**config.mk**
```make
export PLATFORM = sky130hd
export DESIGN_NAME = uart_tx
export DESIGN_NICKNAME = d
export VERILOG_FILES = /design/src/rtl/uart_pkg.sv /design/src/rtl/uart_baud_gen.sv /design/src/rtl/uart_tx.sv
export SDC_FILE = /design/constraint.sdc
export NUM_CORES = 1
export LEC_CHECK = 0
export ABC_AREA = 1
export ABC_CLOCK_PERIOD_IN_PS = 2600
export CORE_ASPECT_RATIO = 0.8
export CORE_MARGIN = 4
export CORE_UTILIZATION = 55
export DETAILED_ROUTE_END_ITERATION = 8
export PLACE_DENSITY = 0.72
export SYNTH_ARGS = -nofsm -noshare
export SYNTH_HDL_FRONTEND = slang
export SYNTH_SLANG_ARGS = --single-unit
```
**constraint.sdc**
```tcl
create_clock -name clk -period 2.6 [get_ports clk]
set_clock_uncertainty 0.15 [all_clocks]
set_input_delay 0.52 -clock clk [delete_from_list [all_inputs] [get_ports clk]]
set_output_delay 0.52 -clock clk [all_outputs]
set_load 0.02 [all_outputs]
```
**src/rtl/uart_pkg.sv**
```systemverilog
// rtl/uart_pkg.sv - shared state encoding and widths for the uart_tx transmitter
package uart_pkg;

  localparam int DATA_W    = 8;
  localparam int BIT_CNT_W = 3;

  typedef enum logic [2:0] {
    IDLE,
    START,
    DATA,
    PARITY,
    STOP
  } state_t;

endpackage

```
**src/rtl/uart_baud_gen.sv**
```systemverilog
// rtl/uart_baud_gen.sv - per-bit cycle counter; bit_done marks the last cycle of a serial bit
module uart_baud_gen #(
  parameter int CLKS_PER_BIT = 100
) (
  input  logic clk,
  input  logic rst,
  input  logic restart,
  output logic bit_done
);

  localparam int CNT_W = $clog2(CLKS_PER_BIT);
  localparam logic [CNT_W-1:0] LAST = CNT_W'(CLKS_PER_BIT - 1);

  logic [CNT_W-1:0] cnt;

  assign bit_done = (cnt == LAST);

  always_ff @(posedge clk or posedge rst) begin
    if (rst) begin
      cnt <= '0;
    end else if (restart || bit_done) begin
      cnt <= '0;
    end else begin
      cnt <= cnt + 1'b1;
    end
  end

endmodule

```
**src/rtl/uart_tx.sv**
```systemverilog
// rtl/uart_tx.sv - 8N1 UART transmitter with one-deep holding buffer
// Define UART_PARITY_EN to insert a parity bit (sense set by PARITY_ODD) before the stop bit.
module uart_tx
  import uart_pkg::*;
#(
  parameter int CLKS_PER_BIT = 100,
  parameter bit PARITY_ODD   = 1'b0
) (
  input  logic              clk,
  input  logic              rst,
  input  logic [DATA_W-1:0] datain,
  input  logic              wrsig,
  output logic              tx,
  output logic              idle,
  output logic              ovf
);

  localparam logic [BIT_CNT_W-1:0] LAST_BIT = BIT_CNT_W'(DATA_W - 1);

  state_t               state_q, state_d;
  logic [DATA_W-1:0]    shift_q, shift_d;
  logic [DATA_W-1:0]    buf_q, buf_d;
  logic [DATA_W-1:0]    load_byte;
  logic [BIT_CNT_W-1:0] bit_q, bit_d;
  logic                 full_q, full_d;
  logic                 bit_done, restart, stop_end;
  logic                 take_direct, capture, drop, load;
  logic                 tx_d, idle_d;
`ifdef UART_PARITY_EN
  logic                 par_q, par_d;
`else
  logic                 unused_parity_odd;
  assign unused_parity_odd = PARITY_ODD;
`endif

  // Counter is held at zero while idle; every later transition lands on bit_done, where it wraps.
  assign restart = (state_q == IDLE);

  uart_baud_gen #(
    .CLKS_PER_BIT(CLKS_PER_BIT)
  ) u_baud (
    .clk     (clk),
    .rst     (rst),
    .restart (restart),
    .bit_done(bit_done)
  );

  always_comb begin
    stop_end    = (state_q == STOP) && bit_done;
    // A write landing on the final stop cycle with an empty buffer goes straight to the shifter.
    take_direct = wrsig && ((state_q == IDLE) || (stop_end && !full_q));
    capture     = wrsig && !take_direct && (!full_q || stop_end);
    drop        = wrsig && !take_direct && !capture;
    load        = take_direct || (stop_end && full_q);
    load_byte   = (stop_end && full_q) ? buf_q : datain;

    state_d = state_q;
    shift_d = shift_q;
    bit_d   = bit_q;
    buf_d   = buf_q;
    full_d  = full_q;

    case (state_q)
      START: begin
        if (bit_done) begin
          state_d = DATA;
          bit_d   = '0;
        end
      end
      DATA: begin
        if (bit_done) begin
          shift_d = shift_q >> 1;
          bit_d   = bit_q + 1'b1;
          if (bit_q == LAST_BIT) begin
`ifdef UART_PARITY_EN
            state_d = PARITY;
`else
            state_d = STOP;
`endif
          end
        end
      end
      PARITY: begin
        if (bit_done) state_d = STOP;
      end
      STOP: begin
        if (bit_done) state_d = IDLE;
      end
      default: state_d = IDLE;
    endcase

    if (load) begin
      shift_d = load_byte;
      bit_d   = '0;
      state_d = START;
    end
    if (stop_end && full_q) full_d = 1'b0;
    if (capture) begin
      buf_d  = datain;
      full_d = 1'b1;
    end

    idle_d = (state_d == IDLE) && !full_d;

`ifdef UART_PARITY_EN
    par_d = load ? (^load_byte ^ PARITY_ODD) : par_q;
`endif

    case (state_d)
      START:   tx_d = 1'b0;
      DATA:    tx_d = shift_d[0];
`ifdef UART_PARITY_EN
      PARITY:  tx_d = par_d;
`endif
      default: tx_d = 1'b1;
    endcase
  end

  always_ff @(posedge clk or posedge rst) begin
    if (rst) begin
      state_q <= IDLE;
      shift_q <= '0;
      buf_q   <= '0;
      bit_q   <= '0;
      full_q  <= 1'b0;
      tx      <= 1'b1;
      idle    <= 1'b1;
      ovf     <= 1'b0;
`ifdef UART_PARITY_EN
      par_q   <= 1'b0;
`endif
    end else begin
      state_q <= state_d;
      shift_q <= shift_d;
      buf_q   <= buf_d;
      bit_q   <= bit_d;
      full_q  <= full_d;
      tx      <= tx_d;
      idle    <= idle_d;
      ovf     <= drop;
`ifdef UART_PARITY_EN
      par_q   <= par_d;
`endif
    end
  end

endmodule

```
# After elaboration in Yosys (flattened, before gate mapping)

Index checks and enable logic that the tools add are counted.

Register bits: 33
Output and inout port bits: 3
Word-level logic and storage cells: 64
Input bits: 11

Reduce and logical (&&, ||, !) cells: 23
$add $sub $neg: 2
Eq/ne operators: 10
Mux-type cells: 19

Operator list:

| operator                                                         | number |
|---|---|
| 8-bit two-way mux                                                | 4 |
| 3-bit two-way mux                                                | 9 |
| 3-bit case mux with 4 select lines                               | 1 |
| 3-bit by 2-bit == test with 1-bit output (second input constant) | 3 |
| 1-bit logical AND                                                | 8 |
| 7-bit by 1-bit adder with 7-bit output (second input constant)   | 1 |
| 7-bit == test (second input constant)                            | 1 |
| 7-bit two-way mux                                                | 1 |
| 3-bit by 1-bit == test with 1-bit output (second input constant) | 2 |
| 3-bit == test (second input constant)                            | 2 |
| 3-bit zero test                                                  | 2 |
| 3-bit inequality test (second input constant)                    | 2 |
| 3-bit case mux with 2 select lines                               | 1 |
| 1-bit zero test                                                  | 4 |
| 1-bit logical OR                                                 | 4 |
| 2-bit nonzero test                                               | 2 |
| 3-bit by 1-bit adder with 3-bit output (second input constant)   | 1 |
| 3-bit AND reduction                                              | 1 |
| 3-bit nonzero test                                               | 1 |
| 1-bit two-way mux                                                | 2 |
| 1-bit case mux with 2 select lines                               | 1 |
| 2-bit AND reduction                                              | 1 |

# Longest topological paths before layout

Word-level depth: 11
Gate-level depth with buffers: 11
Depth with buffers taken out: 10

# Cells and area by module

Synthesis repeated with hierarchy kept, for this count alone.

Cells, all modules: 216
Area, all modules: 1771.7 um2

By module, submodules not included:

| module        | cells each | area an instance (um2) | times used | sequential area each (um2) |
|---|---|---|---|---|
| uart_tx       | 173        | 1400.1                 | 1          | 653.1 |
| uart_baud_gen | 43         | 371.6                  | 1          | 175.2 |

# Least setup slack after synthesis

No wires, ideal clock.

Path type: reg-to-reg
Start point: reg u_baud.cnt[0]
End point: reg buf_q[1]
Slack: 0.956 ns
Clock period less this slack: 1.644 ns
Arrival time: 1.376 ns
Library setup time: 0.118 ns
Cell stages (with the launch flop): 12
Buffers on the path: 1
Data required time: 2.332 ns
Cells stage by stage: dfrtp_1 ha_1 nand2_1 nor2_4 nand3_2 nand2_2 nor2_2 nand2_2 inv_2 buf_6 nand2_1 o21ai_2

Longest elaborated chain between the ends: 8
Elaborated cells on any way between the ends: 9
Those cells by class: 1 x eq/ne; 8 x reduce/logical

RTL lines:

| element                | line                | RTL |
|---|---|---|
| from (decl)            | uart_baud_gen.sv:14 | `logic [CNT_W-1:0] cnt;` |
| from (signal assigned) | uart_baud_gen.sv:24 | `cnt <= cnt + 1'b1;` |
| 7-bit == test (*)      | uart_baud_gen.sv:16 | `assign bit_done = (cnt == LAST);` |
| 1-bit logical AND (*)  | uart_tx.sv:49       | `stop_end = (state_q == STOP) && bit_done;` |
| 1-bit logical AND      | uart_tx.sv:51       | `take_direct = wrsig && ((state_q == IDLE) \|\| (stop_end && !full_q));` |
| 1-bit logical OR       | uart_tx.sv:51       |  |
| 1-bit logical AND      | uart_tx.sv:51       |  |
| 1-bit zero test        | uart_tx.sv:52       | `capture = wrsig && !take_direct && (!full_q \|\| stop_end);` |
| 1-bit logical AND      | uart_tx.sv:52       |  |
| 1-bit logical AND (*)  | uart_tx.sv:52       |  |
| to (signal assigned)   | uart_tx.sv:135      | `buf_q <= buf_d;` |
| to (decl)              | uart_tx.sv:22       | `logic [DATA_W-1:0] buf_q, buf_d;` |

Every way passes the cells marked *; elsewhere a longest branch is shown, timed or not.
A chain may end at the register's enable or synchronous reset.

# Final worst setup path

Start point: reg tx
End point: out tx

RTL lines:

| element                | line           | RTL |
|---|---|---|
| from (decl)            | uart_tx.sv:13  | `output logic tx,` |
| from (signal assigned) | uart_tx.sv:138 | `tx <= tx_d;` |

No word-level cell between the ends.

==> results.toml <==
[yosys]
synth_top_area_share_pct = 44.3
synthArstFlopShare_pct = 100
ys_seq_area_share_pct = 47.3
yosysUniqueCellTypes = 25
ys_ff_latch = 33
synth_edf_count = 0
syn_inst = 210
synth_ff_type = "dfrtp_1"
syn_avg_cell_area_um2 = 8.34
synth_area_leader_cell = "dfrtp_1"
ys_warn_count = 0
synth.top_cells.by_area = "dfrtp_1, nand2_1, o21ai_2"
yosysMostFrequentCell = "nand2_1"
synthesis.area_um2 = 1750
synth_nets = 224
yosys-top-cells-count = "nand2_1, inv_1, dfrtp_1"

[place]
gp_congestion = 0.926
place_hpwl_um = 2400
port_buffers = 13
dp_cells = 261
place_area_um2 = 1920

[power_and_ir_drop]
leakage_uw = 0.00102
pwr_density_cell_nw_per_um2 = 470
ir_drop_v = 0.000433

[setup_path]
crit_arrival_ps = 1390
critPathKind = "register to primary output"
critPathMaxFanout = 1
slowest_delay_ps = 590
slowest_stage = "clkdlybuf4s50_1"
cp-start-kind = "register"
cp_num_buf_inv = 1
crit_path_end_kind = "primary output"
cp_cell_sequence = "clkdlybuf4s50_1"
critPathRequiredTime_ps = 1930
path_delay_family = "buffers and inverters"

[timing]
slew_viol_final = 0
timing.final.crit_share_pct = 79.1
finalSetupViolCount = 0
slew-limit-headroom_pct = 72.2
rsz0062_at_grt = "no"
holdWs_ps = 318
period_minus_slack_ps = 2060
hold_viol = 0
fin_tns_setup_ps = 0
max_freq_mhz = 486
worst_pin_slew_ps = 416

[layout]
nNetsFinal = 242
diodes = 0
fin_area_um2 = 2010
drive_gt1_share_pct = 19.7
fillCellCount = 270
final_cells = 269
syn2layout_area_growth_pct = 14.5

[drt]
ant_nets = 0
drc = 0
drt-pass1-iter-count = 4
via_per_inst = 5.09
wl_um = 3190
num_vias = 1370
drt-initial-drc-count = 113
drt-wirelength-per-cell_um = 11.9

[worst_hold_path]
hp-class = "register to register"

[clocking]
hold_buffers = 0
cts_tree = "yes"
numCtsBuffers = 5
htreeDepth = 2
path_clk_slew_ps = 60
clock-sinks = 33
post-cts-setup-buffers = 0
worstSkewPairLatency_ps = 280
cts_resized = 0
clockBufferDepth = 2
cts-root-buf = "clkbuf_8"

[grt]
antenna_found_initial = 0
gr-usage-all-layers_pct = 18.3
grt_start_max_net_pins = 34
gr-total-overflow = 0
grt_pass1_wl_um = 6050
first_global_vias = 1375

[die]
fp-row-count = 18
start_util_pct = 57.2
dieWidth_um = 71.1
dieArea_um2 = 4160
die_y_um = 58.5
core_um2 = 3060
io_pins = 14

[outcome]
status = "complete, no violations"

[job]
drv_cap = 0
final timing paths:
| kind | start | to | slack (ps) | depth (start not counted) |
|---|---|---|---|---|
| max | tx | tx | 540 | 1 |
| max in group asynchronous | rst | idle | 1500 | 3 |
| min in group asynchronous | rst | buf_q[1] | 470 | 3 |
| min reg2reg | u_baud.cnt[0] | u_baud.cnt[0] | 320 | 1 |
| max reg2reg | u_baud.cnt[0] | tx | 590 | 9 |
| min | u_baud.cnt[0] | u_baud.cnt[0] | 320 | 1 |
report_power, final:
group          switching, uW  internal, uW  total, uW
combinational           20.1          20.0       40.2
clock                    173           216        389
sequential             0.216           514        515
through the flow:
| step | power (uW) | setup slack (ps) | util [%] |
|---|---|---|---|
| final | 944 | 544 | 65.5 |
| after global routing | 982 | 350 | 65.5 |
| after CTS | 954 | 536 | 65.5 |
| after detailed placement | 565 | 591 | 62.5 |
| after global placement | 564 | 633 | 62.5 |
| after floorplan | 541 | 956 | - |
routing by layer:
metal | vias to the layer above | routed length [um] | GRT usage [%]
met5 | - | 0 | 0
met2 | 33 | 1550 | 31.2
li1 | 694 | - | -
met3 | 9 | 153 | 4.78
met4 | 0 | 42 | 5.90
met1 | 634 | 1440 | 22.9
registers in the layout, indices dropped and copies added, names as in the netlist:
signal / flops
idle: 1
tx: 1
u_baud.cnt: 7
state_q: 3
full_q: 1
bit_q: 3
ovf: 1
buf_q: 8
shift_q: 8
area by class of cell:
cell class,instances,area [um2],area share [%]
clock buffer,8,90.1,4.49
timing repair buffer,15,145,7.24
tap,40,50.0,2.50
sequential,33,828,41.3
multi-input combinational,139,764,38.1
inverter,34,128,6.36
kinds of logic (layout without fill, tap and decap cells):
logic type,after synthesis,after routing,synth area share [%]
flip-flops,33,33,47.3
adder cells (fa/ha/maj),3,3,2.14
AND/OR/NAND/NOR,115,115,32.5
buffers and inverters,38,57,9.07
AO/OA/AOI/OAI,21,21,9.00
layout by cell type, fill, tap and decap left out, drive strengths merged:
cell            n
o21ai          18
dfrtp          31
nand4           5
and3            2
nand2          64
clkdlybuf4s50  13
a21oi           3
nor2           19
inv            34
clkbuf          8
ha              3
nand3          20
dfstp           2
nor3b           2
buf             2
nor3            3
No activity file was read; power rests on OpenSTA's default activity.
